`config.mk`:
```
export PLATFORM = sky130hd
export DESIGN_NAME = pipe_latch_skid
export DESIGN_NICKNAME = d
export VERILOG_FILES = /design/src/rtl/pipe_pkg.sv /design/src/rtl/pipe_sat_counter.sv /design/src/rtl/pipe_latch_skid.sv
export SDC_FILE = /design/constraint.sdc
export NUM_CORES = 1
export LEC_CHECK = 0
export ABC_AREA = 1
export BUFFER_PORTS_ARGS = -buffer_cell sky130_fd_sc_hd__clkbuf_2
export CORE_MARGIN = 4
export CORE_UTILIZATION = 25
export CTS_CLUSTER_DIAMETER = 120
export DETAILED_ROUTE_END_ITERATION = 7
export RECOVER_POWER = 50
export SLEW_MARGIN = 5
export SYNTH_ARGS = -nofsm -noshare
export SYNTH_HDL_FRONTEND = slang
export SYNTH_SLANG_ARGS = --single-unit
```
`constraint.sdc`:
```
create_clock -name clk -period 5.8 [get_ports clk]
set_clock_uncertainty 0.2 [all_clocks]
set_input_delay 0.58 -clock clk [delete_from_list [all_inputs] [get_ports clk]]
set_output_delay 0.58 -clock clk [all_outputs]
set_load 0.01 [all_outputs]
```
`src/rtl/pipe_pkg.sv`:
```
// pipe_pkg: shared constants and entry type for the pipeline stage latches.
package pipe_pkg;
  localparam int DEF_INSTR_W = 32;
  localparam int DEF_PC_W = 32;
  localparam int DEF_CNT_W = 16;
  localparam logic [31:0] NOP_INSTR_DEF = 32'hFC000000;
  typedef struct packed {
    logic valid;
    logic [DEF_INSTR_W-1:0] instr;
    logic [DEF_PC_W-1:0] pc;
  } pipe_entry_t;
endpackage

```
`src/rtl/pipe_sat_counter.sv`:
```
// pipe_sat_counter: enabled up-counter that sticks at all-ones, async active-high reset.
module pipe_sat_counter #(
  parameter int W = 16
) (
  input  logic         clk,
  input  logic         rst,
  input  logic         en,
  output logic [W-1:0] cnt
);
  logic [W-1:0] cnt_q, cnt_d;
  assign cnt_d = (en && !(&cnt_q)) ? cnt_q + 1'b1 : cnt_q;
  always_ff @(posedge clk or posedge rst)
    if (rst) cnt_q <= '0;
    else cnt_q <= cnt_d;
  assign cnt = cnt_q;
endmodule

```
`src/rtl/pipe_latch_skid.sv`:
```
// pipe_latch_skid: valid/ready pipeline register with one-entry skid buffer, hold, flush and NOP bubbles.
// Define PIPE_SKID_STATS_EN to add saturating bubble_cnt / flush_cnt statistics ports.
module pipe_latch_skid
  import pipe_pkg::*;
#(
  parameter int          INSTR_W   = DEF_INSTR_W,
  parameter int          PC_W      = DEF_PC_W,
  parameter logic [31:0] NOP_INSTR = NOP_INSTR_DEF,
  parameter int          CNT_W     = DEF_CNT_W
) (
  input  logic               clk,
  input  logic               rst,
  input  logic               flush,
  input  logic               hold,
  input  logic               in_valid,
  output logic               in_ready,
  input  logic [INSTR_W-1:0] in_instr,
  input  logic [PC_W-1:0]    in_pc,
  output logic               out_valid,
  input  logic               out_ready,
  output logic [INSTR_W-1:0] out_instr,
  output logic [PC_W-1:0]    out_pc
`ifdef PIPE_SKID_STATS_EN
  ,
  output logic [CNT_W-1:0]   bubble_cnt,
  output logic [CNT_W-1:0]   flush_cnt
`endif
);
  typedef struct packed {
    logic valid;
    logic [INSTR_W-1:0] instr;
    logic [PC_W-1:0] pc;
  } entry_t;
  localparam logic [INSTR_W-1:0] NOP_W = INSTR_W'(NOP_INSTR);
  if (CNT_W < 1) $error("CNT_W must be positive");
  entry_t main_q, main_d, skid_q, skid_d, in_e;
  logic acc, adv;
  assign in_e = '{valid: 1'b1, instr: in_instr, pc: in_pc};
  assign in_ready = !skid_q.valid;
  assign acc = in_valid && in_ready;
  assign adv = main_q.valid && out_ready && !hold;
  assign out_valid = main_q.valid;
  assign out_instr = main_q.valid ? main_q.instr : NOP_W;
  assign out_pc = main_q.valid ? main_q.pc : '0;
  // Skid only ever holds a beat while main is full, so main refills from skid first.
  always_comb begin
    main_d = main_q;
    skid_d = skid_q;
    if (flush) begin
      main_d = '0;
      skid_d = '0;
    end else if (!main_q.valid || adv) begin
      main_d = skid_q.valid ? skid_q : (acc ? in_e : '0);
      skid_d = (skid_q.valid && acc) ? in_e : '0;
    end else if (acc) begin
      skid_d = in_e;
    end
  end
  always_ff @(posedge clk or posedge rst)
    if (rst) begin
      main_q <= '0;
      skid_q <= '0;
    end else begin
      main_q <= main_d;
      skid_q <= skid_d;
    end
`ifdef PIPE_SKID_STATS_EN
  pipe_sat_counter #(.W(CNT_W)) u_bubble_cnt (
    .clk(clk), .rst(rst), .en(!main_q.valid && !hold), .cnt(bubble_cnt)
  );
  pipe_sat_counter #(.W(CNT_W)) u_flush_cnt (
    .clk(clk), .rst(rst), .en(flush), .cnt(flush_cnt)
  );
`endif
endmodule

```
==> results of run 1 <==
metrics by stage:
step                      std cells    util  hold WS [ns]  setup WS, ns  cell area, um^2
final                          1283  0.3100        0.2080         1.834             7784
after global placement         1251  0.2871        0.2947         2.651             7208
after global routing           1283  0.3100        0.2028         1.510             7784
after detailed placement       1251  0.2871        0.2936         2.581             7208
after floorplan                 844       -        0.2712         1.551             6380
after CTS                      1283  0.3111        0.1307         2.906             7811
kinds of logic (layout without fill, tap and decap cells):
group | Yosys count | after routing | share of synthesized area
compound gates | 65 | 65 | 0.05099
buf+inv | 131 | 240 | 0.09237
flops | 130 | 130 | 0.5099
simple gates | 518 | 518 | 0.3467
critical path: cells and delay by family (launching register included):
family        cells  cell delay [ns]
buf+inv           3             1.47
simple gates      4             1.70
flops             1             0.38
report_power, final:
| part | switching, mW | internal [mW] |
|---|---|---|
| combinational | 0.183 | 0.0719 |
| sequential | 0.0212 | 0.944 |
| clock | 0.418 | 0.685 |
| total | 0.622 | 1.70 |
worst paths after layout:
check,startpoint,end,slack [ns],cells after the start
max,out_valid,main_q[61],1.83,7
min,flush,out_valid,0.21,2
max reg2reg,out_valid,main_q[61],1.83,7
min reg2reg,main_q[6],main_q[6],0.31,2
max in group asynchronous,rst,main_q[15],2.45,3
min in group asynchronous,rst,main_q[9],1.04,2
flip-flops by register name (all words and copies together) (netlist names):
signal,count
out_valid,1
main_q,64
skid_q,65
final cells by class:
class                      count  area (um^2)  share of cell area
clock buffer                  18        439.2             0.05642
clock inverter                14        163.9             0.02106
inverter                      63        240.2             0.03086
sequential                   130         3256              0.4183
timing repair buffer         145        742.0             0.09532
multi-input combinational    583         2530              0.3250
tap                          330        412.9             0.05305
synthesized netlist by cell type:
cell	number
inv_2	2
nor2_4	1
buf_6	1
nand2_2	2
inv_4	1
nand3_1	192
dfrtp_1	130
or2_2	6
buf_2	31
nand2_1	315
a21oi_1	64
o21ai_0	1
clkbuf_1	8
buf_4	13
buf_1	15
inv_1	60
nor2_1	2
cells in the final DEF (no fill, tap or decap):
cell / n
clkbuf_8: 1
clkbuf_16: 17
nand2_2: 2
clkinv_2: 5
dfrtp_2: 2
dfrtp_1: 128
clkinvlp_4: 3
inv_1: 59
or2_2: 6
nand2_1: 315
clkinv_4: 3
a21oi_1: 64
o21ai_0: 1
clkbuf_1: 7
nor2_1: 3
bufinv_16: 3
nand3_1: 192
inv_4: 1
clkinvlp_2: 1
clkbuf_2: 128
buf_4: 10
inv_2: 2
per-layer routing:
metal	global-route usage	vias up	share of wire	wire, um
met1	0.1756	2802	0.45	8736
met2	0.2327	159	0.49	9523
met3	0.02715	25	0.038	729
met4	0.04869	0	0.019	374
li1	-	2878	-	-
met5	0	-	0	0
==> impl_metrics.tcl, run 1 <==
set metrics [dict create \
    status "finished, violations left" \
    violations "max-capacitance violations, max-slew violations" \
    setup_violations 0 \
    initial_core_util 0.2541 \
    drc 0 \
    wl_per_cell_um 15.09 \
    grt_pass1_wl_um 31460 \
    diodes 0 \
    place_hpwl_um 11230 \
    port-buffer-count 135 \
    drt_iter0_drc 503 \
    power_density_nw_per_um2 298.4 \
    viasPerCell 4.571 \
    grt_max_degree 82 \
    p_leak_nw 4.463 \
    crit_path_max_incr_delay_ns 1.34 \
    rsz0062_at_grt "false" \
    drv_cap 2 \
    die-area_um2 28140 \
    timing_hold_violations_final 0 \
    cts_tree "done" \
    synth_cell_types 17 \
    first_pass_iters 6 \
    htree_levels 4 \
    synth_top_area_share 0.5099 \
    clk_pin_slew_ns 0.06 \
    period_needed_ns 3.966 \
    ys_seq_area_frac 0.5099 \
    synthCells 844 \
    root_buffer "clkbuf_16" \
    fillers 2774 \
    ant_nets 0 \
    fin_crit_sh 0.6837 \
    cp_max_fo 72 \
    cp-end-kind "flop" \
    postCtsHoldBufs 0 \
    synth-seq-cells 130 \
    required_ns 5.90 \
    critPathKind "reg2reg" \
    postCtsSetupRepairBufs 0 \
    ir_worst_vdd_uv 161.0 \
    synth.avg_cell_area_um2 7.559 \
    row_count 58 \
    yosys_warnings 0 \
    cts.path.max_buffers 2 \
    syn-cell-area_um2 6380 \
    dieHeight_um 167.8 \
    worstMarginPinSlew_ns 3.723 \
    hold_path_class "in2reg" \
    track_usage 0.1377 \
    coreArea_um2 25110 \
    num_io_pins 136 \
    critPathLaunchType "flop" \
    syn_nets 914 \
    cts_resized 0 \
    die_w_um 167.8 \
    nets 1010 \
    layout-drive-gt1-share 0.1931 \
    power.total_mw 2.323 \
    worstPathCellList "inv_4 > nor2_1 > buf_4 > nand2_1 > buf_4 > nand3_1 > nand2_1" \
    gp_congestion 0.7321 \
    antenna_found_initial 0 \
    grt_overflow_total 0 \
    slowest_stage "nand2_1" \
    synth_area_leader_cell "dfrtp_1" \
    clock-sinks 130 \
    slew_viol_final 142 \
    critPathArrivalTime_ns 4.07 \
    max_freq_mhz 252.2 \
    synthToLayoutAreaGrowth_pct 22.00 \
    vias 5864 \
    clk_latency_ns 0.41 \
    drt-total-wl_um 19360 \
    synth_area_leaders "dfrtp_1 (51%), nand2_1 (19%), nand3_1 (15%), a21oi_1 (5.0%), inv_1 (3.5%)" \
    cts_made_buffers 17 \
    grt_pass1_vias 5899 \
    final.setup.tns_ns 0 \
    relSlewSlack -1.495 \
]
(Power assumes the default switching activity.)
==> run 2: changes to the inputs <==
- clock period: 5.8 -> 4.1 ns (I/O delays scaled with it)
==> run 2 against run 1 <==
  * The run still ends with max-capacitance violations, max-slew violations left
  * Combinational power increased by 44%
  * Wire length increased by 1.7%
  * Total power increased by 41%
  * Global-route usage increased by 0.42 points
  * Setup slack got worse by 0.69 ns
  * Sequential power increased by 41%
  * Critical path depth decreased by 1
  * Sequential cell count unchanged
  * Clock power increased by 41%
  * Non-clock buffer count increased by 1
  * Critical path type unchanged
  * Largest cell class unchanged
  * Highest routed layer unchanged
==> impl_metrics.tcl, run 2 (same netlist as run 1, synthesis figures left out) <==
set metrics [dict create \
    htree_levels 4 \
    r2r_slack_ns 1.15 \
    grt_overflow_total 0 \
    hold_path_class "in2reg" \
    critPathKind "reg2reg" \
    ant_nets 0 \
    final_common_cell "nand2_1" \
    largest_register "skid_q" \
    root_buffer "clkbuf_16" \
    final_cell_mix "nand2_1 (314), nand3_1 (192), clkbuf_2 (128), dfrtp_1 (128), a21oi_1 (64)" \
    grt_max_degree 104 \
    seqCellArea_um2 3256 \
    place_hpwl_um 11160 \
    power.total_mw 3.282 \
    cts_resized 0 \
    grt_pass1_wl_um 32240 \
    port-buffer-count 135 \
    die-area_um2 28140 \
    grt_pass1_vias 6091 \
    reg2reg_from "out_valid" \
    drt-total-wl_um 19690 \
    crit_start "out_valid" \
    use_met2 0.2469 \
    setup_violations 0 \
    final.setup.tns_ns 0 \
    top_usage_layer "met2" \
    num_io_pins 136 \
    cts_made_buffers 17 \
    cts_tree "done" \
    clock-sinks 130 \
    power_density_nw_per_um2 419.9 \
    vias 5947 \
    worstMarginPinSlew_ns 1.991 \
    clk_pin_slew_ns 0.06 \
    fin_crit_sh 0.7205 \
    largest_reg_flops 65 \
    worstPathCellList "inv_4 > nor2_1 > nand2_2 > buf_4 > nand3_1 > nand2_1" \
    fillers 2780 \
    drt_iter0_drc 504 \
    slew_viol_final 177 \
    violations "max-capacitance violations, max-slew violations" \
    initial_core_util 0.2541 \
    drc 0 \
    drv_cap 2 \
    gp_congestion 0.7553 \
    nets 1011 \
    rsz0062_at_grt "false" \
    multi_input_area_um2 2532 \
    cp_max_fo 103 \
    worstHoldEndpoint "out_valid" \
    ir_worst_vdd_uv 241.9 \
    viasPerCell 4.624 \
    slowest_stage "nand2_2" \
    coreArea_um2 25110 \
    cp-end-kind "flop" \
    max_freq_mhz 338.5 \
    dieHeight_um 167.8 \
    critPathArrivalTime_ns 3.11 \
    clk_latency_ns 0.42 \
    antenna_found_initial 2 \
    timing_hold_violations_final 0 \
    crit_path_max_incr_delay_ns 1.38 \
    first_pass_iters 6 \
    dpl_cell_area_um2 7233 \
    grt.met3_usage 0.02809 \
    status "finished, violations left" \
    whs_path_depth 2 \
    track_usage 0.1419 \
    period_needed_ns 2.954 \
    reg2reg_to "main_q[49]" \
    cts.path.max_buffers 2 \
    die_w_um 167.8 \
    hold_start "flush" \
    grt.met1_usage 0.1733 \
    post-route-cell-area_um2 7816 \
    p_leak_nw 4.474 \
    critPathLaunchType "flop" \
    wl_per_cell_um 15.31 \
    r2r_cells 6 \
    relSlewSlack -0.3273 \
    row_count 58 \
    required_ns 4.26 \
    synthToLayoutAreaGrowth_pct 22.51 \
    layout-drive-gt1-share 0.1939 \
]
## run 2: what timing repair did
item	4_1_cts	5_1_grt
hold buffers	1	0
endpoints found under the hold margin	72	0
setup buffers	0	0
## run 2: how the worst max path moves through the flow
stage	end	slack, ns
after floorplan	main_q[0]	0.02
after global routing	main_q[49]	0.83
final	main_q[49]	1.15
after CTS	out_pc[3]	1.65
after detailed placement	main_q[45]	1.68
after global placement	main_q[46]	1.69
## run 2: critical path, delay by kind of cell (launching register included)
family | cells | cell delay [ns]
simple gates | 4 | 1.66
buf+inv | 2 | 0.59
flops | 1 | 0.42
## run 2: final cells by class
class / count / share of cell area
multi-input cells: 583 / 0.3240
clock inverters: 14 / 0.01937
well taps: 330 / 0.05283
repair buffers: 146 / 0.09941
diodes: 2 / 0.0006403
inverters: 63 / 0.03105
clock buffers: 18 / 0.05619
flip-flops and latches: 130 / 0.4165
## run 2: stage by stage
step           hold WS [ns]  instances    util  worst slack (ns)
2_1_floorplan        0.2712        844       -           0.02066
3_3_place_gp         0.2941       1251  0.2881             1.686
3_5_place_dp         0.2947       1251  0.2881             1.678
4_1_cts             0.04913       1284  0.3120             1.648
5_1_grt             0.03442       1286  0.3113            0.8276
6_report            0.05549       1286  0.3113             1.146
## run 2: routing by layer
metal  part of all wire  wire (um)
met1               0.43       8543
met2               0.51      10120
met3              0.032        628
met4              0.021        404
met5                  0          0
## run 2: power by group
part / switching [mW] / internal, mW / leakage [nW]
logic: 0.262 / 0.106 / 2.41
registers: 0.0284 / 1.34 / 1.77
clock network: 0.631 / 0.920 / 0.288
total: 0.921 / 2.36 / 4.47
